## src/rtl/keccak_byte_packer.sv

```systemverilog
// Packs a valid/ready byte stream into the keccak core's 32-bit word interface.
// It emits partial final words, and adds a zero terminator word after messages whose length is a multiple of 4.
module keccak_byte_packer #(
  parameter int CNT_W = 16
) (
  input  logic             clk,
  input  logic             reset,
  input  logic [7:0]       byte_in,
  input  logic             byte_valid,
  input  logic             byte_last,
  input  logic             empty_last,
  output logic             byte_ready,
  output logic [31:0]      word_out,
  output logic             word_valid,
  output logic             word_last,
  output logic [1:0]       word_bytes,
  input  logic             buffer_full,
  output logic [CNT_W-1:0] msg_bytes,
  output logic             busy
);

  typedef enum logic [1:0] {
    ST_FILL = 2'd0,
    ST_HOLD = 2'd1,
    ST_TERM = 2'd2
  } state_t;

  localparam logic [CNT_W-1:0] MSG_MAX = '1;
  localparam logic [CNT_W-1:0] MSG_ONE = {{(CNT_W-1){1'b0}}, 1'b1};

  state_t           r_state;
  logic [31:0]      r_acc;
  logic [1:0]       r_cnt;
  logic             r_pending_term;
  logic             r_in_msg;
  logic             r_byte_ready;
  logic [31:0]      r_word_out;
  logic             r_word_valid;
  logic             r_word_last;
  logic [1:0]       r_word_bytes;
  logic [CNT_W-1:0] r_msg_bytes;

  logic [31:0]      w_next_word;
  logic             w_byte_acc;
  logic             w_empty_acc;
  logic             w_word_xfer;
  logic             w_word_done;
  logic             w_short_last;
  logic [CNT_W-1:0] w_msg_next;

  // Lane cnt takes the incoming byte; lanes beyond it are still zero in r_acc.
  generate
    for (genvar gi = 0; gi < 4; gi++) begin : g_lane
      assign w_next_word[31-8*gi -: 8] = (r_cnt == 2'(gi)) ? byte_in : r_acc[31-8*gi -: 8];
    end
  endgenerate

  assign w_byte_acc   = byte_valid && r_byte_ready;
  assign w_empty_acc  = r_byte_ready && empty_last && !byte_valid && (r_cnt == 2'd0);
  assign w_word_xfer  = r_word_valid && !buffer_full;
  assign w_word_done  = (r_cnt == 2'd3) || byte_last;
  assign w_short_last = byte_last && (r_cnt != 2'd3);
  assign w_msg_next   = !r_in_msg ? MSG_ONE :
                        (r_msg_bytes == MSG_MAX) ? r_msg_bytes : r_msg_bytes + MSG_ONE;

  always_ff @(posedge clk) begin
    if (reset) begin
      r_state        <= ST_FILL;
      r_acc          <= '0;
      r_cnt          <= '0;
      r_pending_term <= 1'b0;
      r_in_msg       <= 1'b0;
      r_byte_ready   <= 1'b1;
      r_word_out     <= '0;
      r_word_valid   <= 1'b0;
      r_word_last    <= 1'b0;
      r_word_bytes   <= '0;
      r_msg_bytes    <= '0;
    end else begin
      if (w_byte_acc) begin
        r_msg_bytes <= w_msg_next;
        r_in_msg    <= !byte_last;
      end
      case (r_state)
        ST_FILL: begin
          if (w_byte_acc) begin
            r_acc <= w_next_word;
            r_cnt <= r_cnt + 2'd1;
            if (w_word_done) begin
              r_state        <= ST_HOLD;
              r_byte_ready   <= 1'b0;
              r_word_out     <= w_next_word;
              r_word_valid   <= 1'b1;
              r_word_last    <= w_short_last;
              r_word_bytes   <= w_short_last ? r_cnt + 2'd1 : 2'd0;
              r_pending_term <= byte_last && (r_cnt == 2'd3);
            end
          end else if (w_empty_acc) begin
            r_state      <= ST_HOLD;
            r_byte_ready <= 1'b0;
            r_word_out   <= '0;
            r_word_valid <= 1'b1;
            r_word_last  <= 1'b1;
            r_word_bytes <= 2'd0;
          end
        end
        ST_HOLD: begin
          if (w_word_xfer) begin
            r_acc <= '0;
            r_cnt <= '0;
            if (r_pending_term) begin
              // Full final word needs a zero-length word to close the message.
              r_state        <= ST_TERM;
              r_pending_term <= 1'b0;
              r_word_out     <= '0;
              r_word_last    <= 1'b1;
              r_word_bytes   <= 2'd0;
            end else begin
              r_state      <= ST_FILL;
              r_byte_ready <= 1'b1;
              r_word_valid <= 1'b0;
            end
          end
        end
        ST_TERM: begin
          if (w_word_xfer) begin
            r_state      <= ST_FILL;
            r_byte_ready <= 1'b1;
            r_word_valid <= 1'b0;
          end
        end
        default: begin
          r_state      <= ST_FILL;
          r_byte_ready <= 1'b1;
          r_word_valid <= 1'b0;
        end
      endcase
    end
  end

  assign byte_ready = r_byte_ready;
  assign word_out   = r_word_out;
  assign word_valid = r_word_valid;
  assign word_last  = r_word_last;
  assign word_bytes = r_word_bytes;
  assign msg_bytes  = r_msg_bytes;
  assign busy       = (r_cnt != 2'd0) || (r_state != ST_FILL);

endmodule

```

## config.mk

```make
export PLATFORM = sky130hd
export DESIGN_NAME = keccak_byte_packer
export DESIGN_NICKNAME = d
export VERILOG_FILES = /design/src/rtl/keccak_byte_packer.sv
export SDC_FILE = /design/constraint.sdc
export NUM_CORES = 1
export LEC_CHECK = 0
export BUFFER_PORTS_ARGS = -buffer_cell sky130_fd_sc_hd__buf_2
export CORE_ASPECT_RATIO = 1.75
export CORE_MARGIN = 2
export CORE_UTILIZATION = 40
export DETAILED_ROUTE_END_ITERATION = 12
export PLACE_DENSITY = 0.7
export SETUP_SLACK_MARGIN = 0.3
export SLEW_MARGIN = 20
export SYNTH_ARGS = -nofsm -noshare
export SYNTH_HDL_FRONTEND = slang
export SYNTH_SLANG_ARGS = --single-unit
export TNS_END_PERCENT = 30
```

## constraint.sdc

```tcl
create_clock -name clk -period 6.3 [get_ports clk]
set_input_delay 1.89 -clock clk [delete_from_list [all_inputs] [get_ports clk]]
set_output_delay 1.89 -clock clk [all_outputs]
set_load 0.01 [all_outputs]
```

==> run summary <==
First-pass GRT wire length = 16600 um
Area of the die = 11100 sq um
Max-cap violations = 0
Sequential cell fraction of total power = 44.8%
Final hold vios = 0
Synthesized net count = 492
Cts repair resizes = 0
Min Clock Period, post-route = 3580 ps
WL/cell = 15.9 um
Share of total power in the clock network = 40.5%
Drt pass-1 iters = 6
Post-CTS Setup Repair Bufs = 0
Count of buffer and inverter cells on the critical path = 2
Most used flip-flop cell after synthesis = sky130_fd_sc_hd__dfxtp_1
Setup_tns = 0 ps
Maximum vdd ir drop = 0.000187 V
I/O Pins = 68
Mapped Avg Cell Area = 8.65 sq um
Placer congestion estimate = 0.806
Mapped Area = 4090 sq um
Flip-flop and latch count after synthesis = 91
Number of distinct library cell variants in the gate-level netlist after synthesis = 47
Post-synth EDFFs = 0
Maximum number of pins on one net before global-route repair = 63
Top fanout value on the critical path = 10
Achievable frequency = 279 MHz
Number of port buffers = 67
Vias per Instance = 5.63
Cell breakdown of the critical path = inv_1 > ha_1 > nand2_1 > buf_2
Maximum number of buffers from clock root to sink = 2
Number of cells after detailed placement = 634
Source-to-sink clock delay at the later pin of the worst-skew pair = 340 ps
Clock transition at the register clock pins on the worst setup and hold paths after CTS = 70 ps
Maximum single-stage delay on the critical path = 550 ps
Category of cells accounting for the largest share of critical-path delay = adder cells
Antenna Diode Count = 0
Clock tree skew after final layout = 5.09 ps
Post-synthesis async set-or-reset flop share = 0%
Cell Rows = 48
Count of endpoints failing setup in the final report = 0
Drc violations = 0
Seq/Total Area, Yosys = 44.5%
Cell leakage power = 0.00194 uW
Classification of the worst setup path = flip-flop to output port
Clock root buffer = sky130_fd_sc_hd__clkbuf_16
Final non-filler cell total = 651
Antenna-violating nets left = 0
Remaining Overflow, GRT = 0
Slew Limit Headroom = 52.0%
Iteration-0 DRC count of the detailed router = 195
Crit path required time = 4410 ps
Core outline area = 9910 sq um
Net count, final = 540
Initial antenna violation count = 0
Internal = 975 uW
Final Routed Wirelength = 10300 um
Clock buffer count from CTS = 9
Switch share = 29.0%
Power share of the combinational group = 14.7%
Die Ht = 138 um
Cell with the biggest individual delay on the critical path = sky130_fd_sc_hd__ha_1
Pwr Density = 287 nW/um^2
Sink Count = 91
Slew of the pin with the lowest slew margin = 720 ps
Post-layout total power = 1370 uW
Tightest Hold Check Type = flip-flop to flip-flop
Number of global-route vias before repair = 3348
Outcome = complete, no violations
CTS tree = yes
Critical Path Start Type = flip-flop
Share of final-layout standard cells stronger than drive strength 1 = 18.6%
Via count = 3662
Cell types occupying the most area after synthesis = sky130_fd_sc_hd__dfxtp_1, sky130_fd_sc_hd__mux2i_1, sky130_fd_sc_hd__nand2_1
Critical path capture point type = output port
Starting density of the core = 41.3%
Net switching power of the design = 397 uW
Number of levels in the clock H-tree = 3
Unrepaired setup endpoints after global routing = no
Period Utilization, post-route = 56.9%
# hold bufs at CTS = 0
Top-area cell type share of the netlist area = 44.5%
Dominant cell type by area after synthesis = sky130_fd_sc_hd__dfxtp_1
Horizontal extent of the die = 80.5 um
Arrival time at the worst endpoint = 1690 ps
Layout-stage area growth over the synthesis result = 16.6%
Final count of pins violating max slew = 0
Synthesis Warnings = 0
GRT Overall Usage = 19.2%
Number of standard cells after synthesis = 473
Half-perimeter wire length after placement = 7030 um
-- stage by stage --
step / setup WS [ps] / util (%) / hold WS [ps] / cell area, sq um
after global placement: 2460 / 44.9 / 441 / 4450
after detailed placement: 2380 / 44.9 / 446 / 4450
after global routing: 2600 / 48.2 / 473 / 4770
final: 2720 / 48.2 / 454 / 4770
after CTS: 2660 / 48.0 / 455 / 4760
after floorplan: 3040 / - / 436 / 4090
-- worst register-to-register path, cell delays in order (launching register included) --
cell and delay [ps]:
sky130_fd_sc_hd__dfxtp_1 410, sky130_fd_sc_hd__inv_1 100, sky130_fd_sc_hd__ha_1 420, sky130_fd_sc_hd__and4b_4 330, sky130_fd_sc_hd__a2111oi_4 600, sky130_fd_sc_hd__nor3_4 150
sky130_fd_sc_hd__nor2_8 390, sky130_fd_sc_hd__a22o_1 230
-- cell usage in the layout, fill, tap and decap left out, types with 9 or more instances in the layout --
cell type                    n
sky130_fd_sc_hd__a21oi_1    49
sky130_fd_sc_hd__a22o_1     32
sky130_fd_sc_hd__buf_2      67
sky130_fd_sc_hd__clkbuf_16   9
sky130_fd_sc_hd__dfxtp_1    91
sky130_fd_sc_hd__mux2i_1    32
sky130_fd_sc_hd__nand2_1    76
sky130_fd_sc_hd__nor2_1     52
sky130_fd_sc_hd__nor3_1      9
sky130_fd_sc_hd__o21ai_0    11
-- layout make-up --
| class | instances | area, sq um |
|---|---|---|
| fill | 947 | 5140 |
| clock buffer | 9 | 225 |
| timing repair buffer | 71 | 369 |
| clock inverter | 7 | 85.1 |
| sequential | 91 | 1820 |
| multi-input combinational | 341 | 2090 |
| inverter | 7 | 26.3 |
| tap | 125 | 156 |
-- power by group through the flow --
stage / Combinational, uW / Clock (uW) / Sequential, uW
after CTS: 201 / 568 / 614
after detailed placement: 200 / 0 / 627
after floorplan: 154 / 0 / 622
after global routing: 221 / 595 / 617
after global placement: 195 / 0 / 626
final: 202 / 556 / 614
-- per-layer routing --
layer	track usage (%)	vias to the layer above	part of all wire, %
li1	-	1774	-
met1	22.6	1742	41
met2	34.4	130	52
met3	3.34	16	5.1
met4	6.97	0	1.6
met5	0	-	0
-- cells in the mapped netlist, drive strengths merged, types with 4 or more instances --
cell type and number:
a21o 4, a21oi 50, a22o 32, a31oi 6, buf 13, clkbuf 21
dfxtp 91, ha 5, inv 7, mux2i 32, nand2 76, nand2b 4
nand3 6, nand3b 5, nand4 6, nor2 53, nor2b 4, nor3 11
o21ai 11
-- logic make-up (layout without fill, tap and decap cells) --
kind of cell    Yosys count  count (layout)  share of synthesized area, %
simple gates            183             183                          21.3
mux                      32              32                          7.83
flops                    91              91                          44.5
fa+ha+maj                 5               5                          1.53
compound gates          121             121                          20.1
buf+inv                  41              94                          4.77
-- worst paths after layout --
path | startpoint | endpoint | slack [ps] | cells past startpoint
min reg2reg | r_acc[21] | r_acc[21] | 450 | 2
max reg2reg | r_cnt[0] | word_out[29] | 3610 | 7
max | r_cnt[0] | busy | 2720 | 4
min | r_acc[21] | r_acc[21] | 450 | 2
-- registers in the layout (all words and copies together) (netlist names) --
signal,cells
r_acc,32
word_out,32
msg_bytes,16
r_cnt,2
r_state,2
word_bytes,2
byte_ready,1
r_in_msg,1
r_pending_term,1
word_last,1
word_valid,1
No activity file was read; power rests on OpenSTA's default activity.
